<file path="src/rtl/game_progress_tracker_if.sv">
// game_progress_tracker_if
// Bundles the tracker's phase qualifiers and hit pulses (driven by the
// controller and collision logic) with the progress outputs it returns.
// NUM_ENEMIES must match the parameter of the attached tracker.
interface game_progress_tracker_if #(
  parameter int NUM_ENEMIES = 16
);
  localparam int IDX_W = $clog2(NUM_ENEMIES);

  // Phase qualifiers and hit pulses into the tracker
  logic             start;
  logic             play;
  logic             boss_fight;
  logic             frame_tick;
  logic             enemy_hit_valid;
  logic [IDX_W-1:0] enemy_hit_idx;
  logic             boss_hit;
  logic             ship_hit;

  // Progress outputs from the tracker
  logic                   died;
  logic                   killed_all1;
  logic                   killed_all2;
  logic [NUM_ENEMIES-1:0] enemy_alive;
  logic [5:0]             enemies_left;
  logic [7:0]             boss_hp;
  logic [2:0]             lives;
  logic                   invuln;
  logic [15:0]            score;

  modport master (
    output start, play, boss_fight, frame_tick,
    output enemy_hit_valid, enemy_hit_idx, boss_hit, ship_hit,
    input  died, killed_all1, killed_all2, enemy_alive, enemies_left,
    input  boss_hp, lives, invuln, score
  );

  modport slave (
    input  start, play, boss_fight, frame_tick,
    input  enemy_hit_valid, enemy_hit_idx, boss_hit, ship_hit,
    output died, killed_all1, killed_all2, enemy_alive, enemies_left,
    output boss_hp, lives, invuln, score
  );
endinterface

</file>
<file path="src/rtl/game_progress_tracker.sv">
// game_progress_tracker
// Tracks wave-1 enemy survival, boss hit points, ship lives and post-hit
// invulnerability, and raises the died / killed_all1 / killed_all2 flags
// for the downstream game controller.
// Optional feature macro: GAME_PROGRESS_SCORE_EN enables the score register
// (10 per enemy, 50 per boss hit, saturating); without it score reads 0.
module game_progress_tracker #(
  parameter int NUM_ENEMIES   = 16,
  parameter int BOSS_HP       = 8,
  parameter int LIVES         = 3,
  parameter int INVULN_FRAMES = 60
) (
  input logic                    Clk,
  input logic                    Reset,
  game_progress_tracker_if.slave bus
);

  localparam int IDX_W = $clog2(NUM_ENEMIES);

  localparam logic [5:0] ENEMIES_INIT = 6'(NUM_ENEMIES);
  localparam logic [7:0] BOSS_HP_INIT = 8'(BOSS_HP);
  localparam logic [2:0] LIVES_INIT   = 3'(LIVES);
  localparam logic [7:0] INVULN_INIT  = 8'(INVULN_FRAMES);

  typedef enum logic [1:0] {
    IDLE  = 2'd0,
    WAVE1 = 2'd1,
    BOSS  = 2'd2,
    OVER  = 2'd3
  } phase_t;

  phase_t                 phase_reg,   phase_next;
  logic [NUM_ENEMIES-1:0] alive_reg,   alive_next;
  logic [5:0]             left_reg,    left_next;
  logic [7:0]             boss_hp_reg, boss_hp_next;
  logic [2:0]             lives_reg,   lives_next;
  logic [7:0]             inv_cnt_reg, inv_cnt_next;
  logic                   died_reg,    died_next;
  logic                   ka1_reg,     ka1_next;
  logic                   ka2_reg,     ka2_next;

  logic [NUM_ENEMIES-1:0] hit_vec;
  logic                   enemy_acc;
  logic                   boss_acc;
  logic                   ship_acc;

  // One-hot decode of the struck enemy; indices >= NUM_ENEMIES match nothing.
  genvar gi;
  generate
    for (gi = 0; gi < NUM_ENEMIES; gi++) begin : g_hit_dec
      assign hit_vec[gi] = bus.enemy_hit_valid &&
                           (bus.enemy_hit_idx == IDX_W'(gi));
    end
  endgenerate

  // Hit acceptance: each hit type is qualified by phase, controller state and
  // the current target state.
  always_comb begin
    enemy_acc = (phase_reg == WAVE1) && bus.play && |(hit_vec & alive_reg);
    boss_acc  = (phase_reg == BOSS) && bus.boss_fight && bus.boss_hit &&
                (boss_hp_reg != 8'd0);
    ship_acc  = ((phase_reg == WAVE1) || (phase_reg == BOSS)) &&
                (bus.play || bus.boss_fight) && bus.ship_hit &&
                (inv_cnt_reg == 8'd0) && (lives_reg != 3'd0);
  end

  // Next-state and phase logic; start overrides everything with a full reinit.
  always_comb begin
    phase_next   = phase_reg;
    alive_next   = alive_reg;
    boss_hp_next = boss_hp_reg;
    lives_next   = lives_reg;
    inv_cnt_next = inv_cnt_reg;
    died_next    = died_reg;
    ka1_next     = ka1_reg;
    ka2_next     = ka2_reg;

    if (bus.start) begin
      phase_next   = IDLE;
      alive_next   = '1;
      boss_hp_next = BOSS_HP_INIT;
      lives_next   = LIVES_INIT;
      inv_cnt_next = 8'd0;
      died_next    = 1'b0;
      ka1_next     = 1'b0;
      ka2_next     = 1'b0;
    end else begin
      if (enemy_acc) begin
        alive_next = alive_reg & ~hit_vec;
      end
      ka1_next = ka1_reg | (alive_next == '0);

      if (boss_acc) begin
        boss_hp_next = boss_hp_reg - 8'd1;
        if (boss_hp_reg == 8'd1) begin
          ka2_next = 1'b1;
        end
      end

      // A freshly loaded invulnerability window ignores a same-cycle tick.
      if (ship_acc) begin
        lives_next = lives_reg - 3'd1;
        if (lives_reg == 3'd1) begin
          died_next = 1'b1;
        end else begin
          inv_cnt_next = INVULN_INIT;
        end
      end else if (bus.frame_tick && (inv_cnt_reg != 8'd0)) begin
        inv_cnt_next = inv_cnt_reg - 8'd1;
      end

      // Entering BOSS is checked before a death on the same edge.
      case (phase_reg)
        IDLE: begin
          if (bus.play) phase_next = WAVE1;
        end
        WAVE1: begin
          if (bus.boss_fight)             phase_next = BOSS;
          else if (died_next && !died_reg) phase_next = OVER;
        end
        BOSS: begin
          if ((died_next && !died_reg) || (ka2_next && !ka2_reg))
            phase_next = OVER;
        end
        default: ;
      endcase
    end
  end

  // Population count of the next alive mask, registered alongside it.
  always_comb begin
    left_next = 6'd0;
    for (int i = 0; i < NUM_ENEMIES; i++) begin
      left_next = left_next + {5'd0, alive_next[i]};
    end
  end

  // State registers with synchronous reset to the reinit values.
  always_ff @(posedge Clk) begin
    if (Reset) begin
      phase_reg   <= IDLE;
      alive_reg   <= '1;
      left_reg    <= ENEMIES_INIT;
      boss_hp_reg <= BOSS_HP_INIT;
      lives_reg   <= LIVES_INIT;
      inv_cnt_reg <= 8'd0;
      died_reg    <= 1'b0;
      ka1_reg     <= 1'b0;
      ka2_reg     <= 1'b0;
    end else begin
      phase_reg   <= phase_next;
      alive_reg   <= alive_next;
      left_reg    <= left_next;
      boss_hp_reg <= boss_hp_next;
      lives_reg   <= lives_next;
      inv_cnt_reg <= inv_cnt_next;
      died_reg    <= died_next;
      ka1_reg     <= ka1_next;
      ka2_reg     <= ka2_next;
    end
  end

`ifdef GAME_PROGRESS_SCORE_EN
  logic [15:0] score_reg, score_next;
  logic [16:0] score_sum;

  // Score credit: enemy and boss credits sum, then saturate at all ones.
  always_comb begin
    score_sum = {1'b0, score_reg} +
                (enemy_acc ? 17'd10 : 17'd0) +
                (boss_acc  ? 17'd50 : 17'd0);
    if (bus.start)         score_next = 16'd0;
    else if (score_sum[16]) score_next = 16'hFFFF;
    else                   score_next = score_sum[15:0];
  end

  // Score register.
  always_ff @(posedge Clk) begin
    if (Reset) score_reg <= 16'd0;
    else       score_reg <= score_next;
  end

  assign bus.score = score_reg;
`else
  assign bus.score = 16'd0;
`endif

  assign bus.died         = died_reg;
  assign bus.killed_all1  = ka1_reg;
  assign bus.killed_all2  = ka2_reg;
  assign bus.enemy_alive  = alive_reg;
  assign bus.enemies_left = left_reg;
  assign bus.boss_hp      = boss_hp_reg;
  assign bus.lives        = lives_reg;
  assign bus.invuln       = (inv_cnt_reg != 8'd0);

endmodule

</file>
<file path="src/flat_wrapper.sv">
// flat-port wrapper written by rule: the top's interface ports become plain ports
module game_progress_tracker_flat 
#(
  parameter int NUM_ENEMIES   = 16,
  parameter int BOSS_HP       = 8,
  parameter int LIVES         = 3,
  parameter int INVULN_FRAMES = 60
)
  (Clk, Reset, bus_start, bus_play, bus_boss_fight, bus_frame_tick, bus_enemy_hit_valid, bus_enemy_hit_idx, bus_boss_hit, bus_ship_hit, bus_died, bus_killed_all1, bus_killed_all2, bus_enemy_alive, bus_enemies_left, bus_boss_hp, bus_lives, bus_invuln, bus_score);
  game_progress_tracker_if #(.NUM_ENEMIES(NUM_ENEMIES)) bus_i ();
  input logic Clk;
  input logic Reset;
  input wire logic [$bits(bus_i.start)-1:0] bus_start;
  input wire logic [$bits(bus_i.play)-1:0] bus_play;
  input wire logic [$bits(bus_i.boss_fight)-1:0] bus_boss_fight;
  input wire logic [$bits(bus_i.frame_tick)-1:0] bus_frame_tick;
  input wire logic [$bits(bus_i.enemy_hit_valid)-1:0] bus_enemy_hit_valid;
  input wire logic [$bits(bus_i.enemy_hit_idx)-1:0] bus_enemy_hit_idx;
  input wire logic [$bits(bus_i.boss_hit)-1:0] bus_boss_hit;
  input wire logic [$bits(bus_i.ship_hit)-1:0] bus_ship_hit;
  output wire logic [$bits(bus_i.died)-1:0] bus_died;
  output wire logic [$bits(bus_i.killed_all1)-1:0] bus_killed_all1;
  output wire logic [$bits(bus_i.killed_all2)-1:0] bus_killed_all2;
  output wire logic [$bits(bus_i.enemy_alive)-1:0] bus_enemy_alive;
  output wire logic [$bits(bus_i.enemies_left)-1:0] bus_enemies_left;
  output wire logic [$bits(bus_i.boss_hp)-1:0] bus_boss_hp;
  output wire logic [$bits(bus_i.lives)-1:0] bus_lives;
  output wire logic [$bits(bus_i.invuln)-1:0] bus_invuln;
  output wire logic [$bits(bus_i.score)-1:0] bus_score;
  assign bus_i.start = bus_start;
  assign bus_i.play = bus_play;
  assign bus_i.boss_fight = bus_boss_fight;
  assign bus_i.frame_tick = bus_frame_tick;
  assign bus_i.enemy_hit_valid = bus_enemy_hit_valid;
  assign bus_i.enemy_hit_idx = bus_enemy_hit_idx;
  assign bus_i.boss_hit = bus_boss_hit;
  assign bus_i.ship_hit = bus_ship_hit;
  assign bus_died = bus_i.died;
  assign bus_killed_all1 = bus_i.killed_all1;
  assign bus_killed_all2 = bus_i.killed_all2;
  assign bus_enemy_alive = bus_i.enemy_alive;
  assign bus_enemies_left = bus_i.enemies_left;
  assign bus_boss_hp = bus_i.boss_hp;
  assign bus_lives = bus_i.lives;
  assign bus_invuln = bus_i.invuln;
  assign bus_score = bus_i.score;
  game_progress_tracker #(.NUM_ENEMIES(NUM_ENEMIES), .BOSS_HP(BOSS_HP), .LIVES(LIVES), .INVULN_FRAMES(INVULN_FRAMES)) u_core (.Clk(Clk), .Reset(Reset), .bus(bus_i));
endmodule
</file>
<file path="config.mk">
export PLATFORM = sky130hd
export DESIGN_NAME = game_progress_tracker_flat
export DESIGN_NICKNAME = d
export VERILOG_FILES = /design/src/rtl/game_progress_tracker_if.sv /design/src/rtl/game_progress_tracker.sv /design/src/flat_wrapper.sv
export SDC_FILE = /design/constraint.sdc
export NUM_CORES = 1
export LEC_CHECK = 0
export BUFFER_PORTS_ARGS = -buffer_cell sky130_fd_sc_hd__buf_2
export CORE_UTILIZATION = 25
export DETAILED_ROUTE_END_ITERATION = 10
export MAX_ROUTING_LAYER = met4
export SLEW_MARGIN = 10
export SYNTH_ARGS = -nofsm -noshare
export SYNTH_HDL_FRONTEND = slang
export SYNTH_SLANG_ARGS = --single-unit
export TNS_END_PERCENT = 50
</file>
<file path="constraint.sdc">
create_clock -name Clk -period 6.75 [get_ports Clk]
set_clock_uncertainty 0.15 [all_clocks]
set_input_delay 0.675 -clock Clk [delete_from_list [all_inputs] [get_ports Clk]]
set_output_delay 0.675 -clock Clk [all_outputs]
set_load 0.005 [all_outputs]
</file>
==> flow_summary.yaml, run 1 <==
synthesis:
  ys_ff_latch: 45
  synth_edf_count: 0
  yosysWarnings: 0
  yosysSeqAreaShare: 0.333
  syn_area_per_cell_um2: 8.79
  synth_top_area_frac: 0.333
  syn_area_um2: 2710
  synth_ff_type: "dfxtp_1"
  synth_area_leaders: "dfxtp_1 33%, fa_1 7.4%, ha_1 6.9%"
  syn_inst: 308
  yosysTopAreaCell: "dfxtp_1"
  yosys.cell_types.count: 47
  synthArstFlopShare: 0
placed_design:
  dpl_cell_area_um2: 3010
  place_congestion: 0.845
  io_buffers: 48
  hpwl_um: 4740
  place_inst: 482
die:
  rows: 37
  die_y_um: 106
  die_x_um: 106
  core-area_um2: 10400
  initial_utilization: 0.260
  io_pins: 66
  die-area_um2: 11200
setup_path:
  r2r_slack_ns: 1.49
  worstSetupStartpoint: "bus_enemy_hit_idx[2]"
  rr_startpoint: "u_core.bus.enemy_alive[8]"
  crit_end: "u_core.bus.enemies_left[3]"
  critPathArrivalTime_ns: 5.62
  r2r_cells: 17
  crit_fanout: 14
  crit_type: "input pin to flop"
  crit_required_ns: 6.80
  start_kind: "input pin"
  worstSetupEndpointType: "flop"
  r2r-end: "u_core.bus.enemies_left[3]"
cells_and_area:
  area_growth_pct: 15.2
  fin_cells: 489
  nets: 391
  fin_area_um2: 3120
  diodes: 0
  n_fill_cell: 1136
  largest_register_ffs: 16
  drive_above_1_share: 0.193
route:
  viasPerCell: 4.41
  drt-initial-drc-count: 44
  routedWlPerCell_um: 12.3
  vias: 2158
  ant_nets: 0
  dr.pass1.iters: 4
  wirelength_um: 6020
  drc: 0
pwr:
  switching_share: 0.328
  p_seq_frac: 0.413
  ir_drop_mv: 0.192
  combinationalPowerShare: 0.319
  power_leakage_nw: 1.25
  p_clk_frac: 0.268
  p_int_w: 0.000506
  p_sw_w: 0.000246
  power_w: 0.000752
  power_density_nw_per_um2: 241
global_routing:
  grt_first_pass_wirelength_um: 9920
  track_usage: 0.114
  antenna_found_initial: 0
  grt_start_max_net_pins: 21
  grt-ovfl-total: 0
  grt_pass1_vias: 2038
clock_network:
  clock_latency_ns: 0.30
  htreeDepth: 2
  cts_buffer_depth: 2
  post_cts_resized: 0
  cts_tree: "done"
  hold_buffers: 0
  clock-sinks: 45
  cts_setup_buffers: 0
  numCtsBuffers: 5
  path_clk_slew_ns: 0.09
  clockRootBuffer: "clkbuf_8"
timing:
  rsz0062_at_grt: "false"
  clock.fmax_ghz: 0.179
  worstMarginPinSlew_ns: 0.570
  holdWs_ns: 0.314
  max_slew_margin: 0.616
  drv_slew: 0
  setup_viol: 0
  timing.setup.tns_ns: 0
  hold_viol: 0
  period_share: 0.826
  fin_crit_ns: 5.57
flow_run:
  drv_cap: 0
outcome:
  status: "completed"
min_path:
  hold_class: "flop to flop"
per-layer routing:
| metal | up-vias | GRT usage | wire length (µm) |
|---|---|---|---|
| met3 | 2 | 0.0221 | 281 |
| met1 | 1012 | 0.145 | 2880 |
| met2 | 55 | 0.188 | 2830 |
| li1 | 1089 | - | - |
| met4 | 0 | 0.0208 | 26 |
| met5 | - | - | 0 |
how the worst min path moves through the flow:
stage	slack [ns]	end	from	cells after the start
floorplan	0.30	u_core.bus.killed_all2	u_core.bus.killed_all2	2
global placement	0.29	u_core.bus.killed_all2	u_core.bus.killed_all2	2
detailed placement	0.30	u_core.bus.killed_all2	u_core.bus.killed_all2	2
CTS	0.32	u_core.bus.killed_all2	u_core.bus.killed_all2	2
global route	0.36	u_core.bus.killed_all2	u_core.bus.killed_all2	2
finish	0.31	u_core.bus.killed_all2	u_core.bus.killed_all2	2
Yosys cell counts, types with 2 or more instances:
master,number
nand3b_1,2
a21oi_1,9
clkbuf_1,8
buf_2,2
xor2_1,6
nor3_1,9
nand4_1,4
a31oi_1,2
ha_1,15
o31ai_1,8
nor4_1,2
buf_4,17
fa_1,10
dfxtp_1,45
a211oi_1,2
nor3b_1,2
or2_2,4
mux2i_1,3
o2bb2ai_1,2
nor2b_1,17
o31a_1,5
nor4b_1,2
nor2_1,26
xnor2_1,8
o21ai_0,9
nand3_1,5
inv_1,18
or3_1,3
nand2b_1,16
nand2_1,30
power by group through the flow:
stage	clock (W)	combinational [W]	sequential, W
after floorplan	0	0.000198	0.000312
after global placement	0	0.000231	0.000316
after detailed placement	0	0.000237	0.000316
after CTS	0.000207	0.000239	0.000311
after global routing	0.000219	0.000275	0.000314
final	0.000202	0.000239	0.000311
critical path, stage by stage:
cell and delay [ns]:
buf_2 0.18, nor2b_1 0.27, o2bb2ai_1 0.15, o2bb2ai_1 0.13, and4b_4 0.28, or3b_4 0.41, o21ai_0 0.29, nor2b_1 0.22
fa_1 0.46, fa_1 0.55, fa_1 0.44, fa_1 0.51, inv_1 0.05, fa_1 0.40, a21o_1 0.19, a21oi_1 0.16
xor2_1 0.18, nor2_1 0.06
stage by stage:
stage                     utilization  worst slack (ns)
final                           0.299              1.18
after global placement          0.289              1.02
after global routing            0.299             0.837
after floorplan                     -              1.09
after detailed placement        0.289             0.871
after CTS                       0.299              1.18
logic make-up after synthesis:
family / share of synthesized area
simple gates: 0.256
fa+ha+maj: 0.143
buf+inv: 0.0911
flops: 0.333
other cells: 0.00139
xor+xnor: 0.0453
mux: 0.0194
compound gates: 0.110
cell usage in the layout, fill, tap and decap left out, types with 2 or more instances in the layout:
cell type,synthesis,layout
a211oi_1,2,2
a21oi_1,9,9
a31oi_1,2,2
buf_2,2,48
buf_4,17,2
clkbuf_8,0,5
conb_1,1,17
dfxtp_1,45,45
fa_1,10,10
ha_1,15,15
inv_1,18,18
mux2i_1,3,3
nand2_1,30,30
nand2b_1,16,16
nand3_1,5,5
nand3b_1,2,2
nand4_1,4,4
nor2_1,26,26
nor2b_1,17,17
nor3_1,9,9
nor3b_1,2,2
nor4_1,2,2
nor4b_1,2,2
o21ai_0,9,9
o2bb2ai_1,2,2
o31a_1,5,5
o31ai_1,8,8
or2_2,4,4
or3_1,3,3
xnor2_1,8,8
xor2_1,6,6
final cells by class:
cell class | count | area [µm²] | area share
multi-input combinational | 233 | 1620 | 0.519
sequential | 45 | 901 | 0.289
timing repair buffer | 50 | 255 | 0.0819
tap | 136 | 170 | 0.0546
clock buffer | 5 | 68.8 | 0.0221
inverter | 18 | 67.6 | 0.0217
clock inverter | 2 | 35.0 | 0.0112
Power figures use the tool's default switching activity.
==> inputs of run 2 (changes only) <==
clock period = 5.3 ns   (was 6.75 ns; I/O delays follow)
==> flow_summary.yaml, run 2 (synthesis gave the netlist of run 1 again) <==
pwr:
  power_leakage_nw: 1.34
  power_w: 0.000931
  ir_drop_mv: 0.400
  power_density_nw_per_um2: 282
placed_design:
  hpwl_um: 5130
  place_congestion: 0.839
  dp_slack_ns: -0.149
  place_inst: 503
  io_buffers: 48
cells_and_area:
  fin_util: 0.317
  mostFrequentLayoutCells: "48 x buf_2, 45 x dfxtp_1, 30 x nand2_1, 26 x nor2_1, 23 x buf_4"
  nets: 412
  area_growth_pct: 22.0
  drive_above_1_share: 0.254
  diodes: 0
  largest_register_ffs: 16
  final_common_cell: "buf_2"
  fin_cells: 510
setup_path:
  cp_slowest_cell: "fa_1"
  crit_end: "u_core.bus.enemies_left[3]"
  crit_required_ns: 5.35
  crit_family: "adder cells"
  start_kind: "input pin"
  critPathMaxStageDelay_ns: 0.54
  rr_startpoint: "u_core.bus.enemy_alive[0]"
  crit_cells: 21
  critPathBufInv: 5
  critPathArrivalTime_ns: 5.13
  worstSetupStartpoint: "bus_enemy_hit_idx[2]"
  r2r-end: "u_core.bus.enemies_left[3]"
  crit_path_cell_trace: "buf_2, buf_4, and3_1, o211a_1, a31oi_1, and4b_4, buf_4, o31ai_4, nand2b_1, ha_1, inv_1, fa_1, fa_1, fa_1, fa_1, inv_1, fa_2, a21o_1, a21oi_2, xor2_1, nor2_1"
  crit_type: "input pin to flop"
  worstSetupEndpointType: "flop"
  crit_fanout: 6
  cpMostUsedCell: "fa_1"
  r2r_cells: 19
  r2r_slack_ns: 0.33
timing:
  period_share: 0.959
  rsz0062_at_grt: "false"
  clock.fmax_ghz: 0.197
  max_slew_margin: 0.598
  holdWs_ns: 0.318
  setup_slack_ns: 0.215
  fin_crit_ns: 5.08
  drv_slew: 0
  setup_viol: 0
  worstMarginPinSlew_ns: 0.597
  hold_viol: 0
route:
  wirelength_um: 6460
  ant_nets: 0
  vias: 2273
  viasPerCell: 4.46
  drt-initial-drc-count: 85
  drc: 0
  dr.pass1.iters: 4
  routedWlPerCell_um: 12.7
clock_network:
  clockRootBuffer: "clkbuf_8"
  clock-sinks: 45
  post_cts_resized: 0
  hold_buffers: 0
  clock_latency_ns: 0.30
  path_clk_slew_ns: 0.08
  htreeDepth: 2
  cts_buffer_depth: 2
  cts_setup_buffers: 0
  cts_tree: "done"
  numCtsBuffers: 5
die:
  io_pins: 66
  die-area_um2: 11200
  die_x_um: 106
  rows: 37
  core-area_um2: 10400
  die_y_um: 106
  initial_utilization: 0.260
global_routing:
  grt_start_max_net_pins: 21
  grt_pass1_vias: 2178
  track_usage: 0.123
  antenna_found_initial: 0
  grt_first_pass_wirelength_um: 10700
  grt-ovfl-total: 0
flow_run:
  drv_cap: 0
min_path:
  hold_class: "flop to flop"
outcome:
  status: "completed"
## run 2: cell count changes in the layout (fill, tap and decap cells not counted), moves of 2 or more
cell,delta
o31ai_1,-2
nor2b_1,-2
nor2b_2,+2
buf_4,+21
o31ai_4,+2
## run 2: metal layers
layer,global-route usage,share of wire
met1,0.154,0.47
met2,0.202,0.48
met3,0.0251,0.044
met4,0.0298,0.0068
met5,-,0
## run 2: worst min-delay path by stage
stage	startpoint	endpoint	slack, ns	cells past startpoint
4_1_cts	u_core.bus.killed_all2	u_core.bus.killed_all2	0.32	2
5_1_grt	Reset	u_core.bus.enemies_left[1]	0.33	2
2_1_floorplan	u_core.bus.killed_all2	u_core.bus.killed_all2	0.30	2
3_5_place_dp	u_core.bus.killed_all2	u_core.bus.killed_all2	0.30	2
6_report	u_core.bus.killed_all2	u_core.bus.killed_all2	0.32	2
3_3_place_gp	u_core.bus.killed_all1	u_core.bus.killed_all1	0.30	2
## run 2: power breakdown
part,internal (W),switching (W)
clock,0.000104,0.000116
sequential,0.000368,0.0000288
combinational,0.000147,0.000167
## run 2: area by class of cell
cell class	instances	area, µm²
Clock buffer	7	86.3
Multi-Input combinational cell	233	1660
Timing Repair Buffer	71	413
Sequential cell	45	901
Inverter	18	67.6
Fill cell	1139	7110
Tap cell	136	170
## run 2: tightest hold or removal path, delay by kind of cell (launching register included)
| kind | cells | cell delay, ns |
|---|---|---|
| flops | 1 | 0.33 |
| buf+inv | 1 | 0.05 |
| compound gates | 1 | 0.05 |
## run 2: stage by stage
stage / area [µm²] / TNS [ns]
after floorplan: 2810 / 0
after global placement: 3200 / -0.183
after detailed placement: 3200 / -0.419
after CTS: 3290 / 0
after global routing: 3300 / 0
final: 3300 / 0
==> inputs of run 3 (changes only) <==
MAX_ROUTING_LAYER = unset   (was met4)
==> flow_summary.yaml, run 3 (synthesis gave the netlist of run 1 again) <==
flow_run:
  drv_cap: 0
pwr:
  p_int_w: 0.000619
  switching_share: 0.335
  power_density_nw_per_um2: 282
  p_sw_w: 0.000312
  p_clk_frac: 0.236
  power_leakage_nw: 1.34
  ir_drop_mv: 0.400
  combinationalPowerShare: 0.338
  p_seq_frac: 0.426
timing:
  holdWs_ns: 0.317
  rsz0062_at_grt: "false"
  clock.fmax_ghz: 0.196
  max_slew_margin: 0.597
  timing.setup.tns_ns: 0
  drv_slew: 0
  fin_crit_ns: 5.09
  period_share: 0.961
  hold_viol: 0
  worstMarginPinSlew_ns: 0.600
  setup_slack_ns: 0.209
  setup_viol: 0
die:
  io_pins: 66
  die-area_um2: 11200
  core-area_um2: 10400
  die_y_um: 106
  initial_utilization: 0.260
  die_x_um: 106
  rows: 37
global_routing:
  grt_first_pass_wirelength_um: 10700
  antenna_found_initial: 0
  track_usage: 0.119
  grt_pass1_vias: 2181
  grt_start_max_net_pins: 21
  grt-ovfl-total: 0
setup_path:
  crit_fanout: 6
  r2r_cells: 19
  worstSetupStartpoint: "bus_enemy_hit_idx[2]"
  crit_required_ns: 5.35
  worstSetupEndpointType: "flop"
  critPathArrivalTime_ns: 5.14
  crit_type: "input pin to flop"
  r2r-end: "u_core.bus.enemies_left[3]"
  r2r_slack_ns: 0.32
  start_kind: "input pin"
  crit_end: "u_core.bus.enemies_left[3]"
  rr_startpoint: "u_core.bus.enemy_alive[0]"
cells_and_area:
  ff_latch_area_um2: 901
  drive_above_1_share: 0.254
  largest_register_ffs: 16
  final_common_cell: "buf_2"
  area_growth_pct: 22.0
  fin_cells: 510
  multi_input_area_um2: 1660
  mostFrequentLayoutCells: "48 x buf_2, 45 x dfxtp_1, 30 x nand2_1, 26 x nor2_1, 23 x buf_4"
  diodes: 0
  fin_area_um2: 3300
  n_fill_cell: 1139
  nets: 412
clock_network:
  numCtsBuffers: 5
  clock-sinks: 45
  clock_latency_ns: 0.30
  path_clk_slew_ns: 0.08
  htreeDepth: 2
  cts_tree: "done"
  cts_buffer_depth: 2
  clockRootBuffer: "clkbuf_8"
  hold_buffers: 0
  cts_setup_buffers: 0
  post_cts_resized: 0
outcome:
  status: "completed"
route:
  ant_nets: 0
  vias: 2264
  drt-initial-drc-count: 76
  wirelength_um: 6450
  dr.pass1.iters: 4
  drc: 0
  routedWlPerCell_um: 12.6
  viasPerCell: 4.44
min_path:
  hold_class: "flop to flop"
  min-delay-start: "u_core.bus.killed_all2"
  holdPathStages: 2
placed_design:
  place_congestion: 0.827
  hpwl_um: 5130
  place_inst: 503
  dpl_cell_area_um2: 3200
  dp_slack_ns: -0.149
  io_buffers: 48
## run 3: cell counts in the layout (fill, tap and decap cells not counted)
No cell type changed its count.
## run 3: power by group through the flow
stage	clock (W)	combinational, W	sequential [W]
after floorplan	0	0.000256	0.000397
after global placement	0	0.000304	0.000402
after detailed placement	0	0.000314	0.000403
after CTS	0.000225	0.000317	0.000396
after global routing	0.000237	0.000353	0.000400
final	0.000219	0.000315	0.000397
## run 3: metrics by stage
step           utilization  power, W
2_1_floorplan            -  0.000653
3_3_place_gp         0.307  0.000706
3_5_place_dp         0.307  0.000718
4_1_cts              0.316  0.000938
5_1_grt              0.317  0.000990
6_report             0.317  0.000931
## run 3: worst min-delay path by stage
| stage | endpoint | slack [ns] |
|---|---|---|
| 2_1_floorplan | u_core.bus.killed_all2 | 0.30 |
| 3_3_place_gp | u_core.bus.killed_all1 | 0.30 |
| 3_5_place_dp | u_core.bus.killed_all2 | 0.30 |
| 6_report | u_core.bus.killed_all2 | 0.32 |
| 5_1_grt | u_core.bus.enemies_left[1] | 0.33 |
| 4_1_cts | u_core.bus.killed_all2 | 0.32 |
## run 3: cell type report
class | count | share of cell area
tap | 136 | 0.0515
timing repair buffer | 71 | 0.125
clock buffer | 7 | 0.0261
multi-input combinational | 233 | 0.504
inverter | 18 | 0.0205
sequential | 45 | 0.273
## run 3: layer usage
layer / global-route usage / routed length [µm]
met1: 0.151 / 2980
met2: 0.202 / 3060
met3: 0.0288 / 363
met4: 0.0298 / 44
met5: 0 / 0
## run 3: critical path, stage by stage
cell      delay, ns
buf_2          0.14
buf_4          0.15
and3_1         0.13
o211a_1        0.22
a31oi_1        0.18
and4b_4        0.32
buf_4          0.16
o31ai_4        0.06
nand2b_1       0.09
ha_1           0.22
inv_1          0.06
fa_1           0.43
fa_1           0.54
fa_1           0.43
fa_1           0.51
inv_1          0.05
fa_2           0.36
a21o_1         0.20
a21oi_2        0.15
xor2_1         0.15
nor2_1         0.05
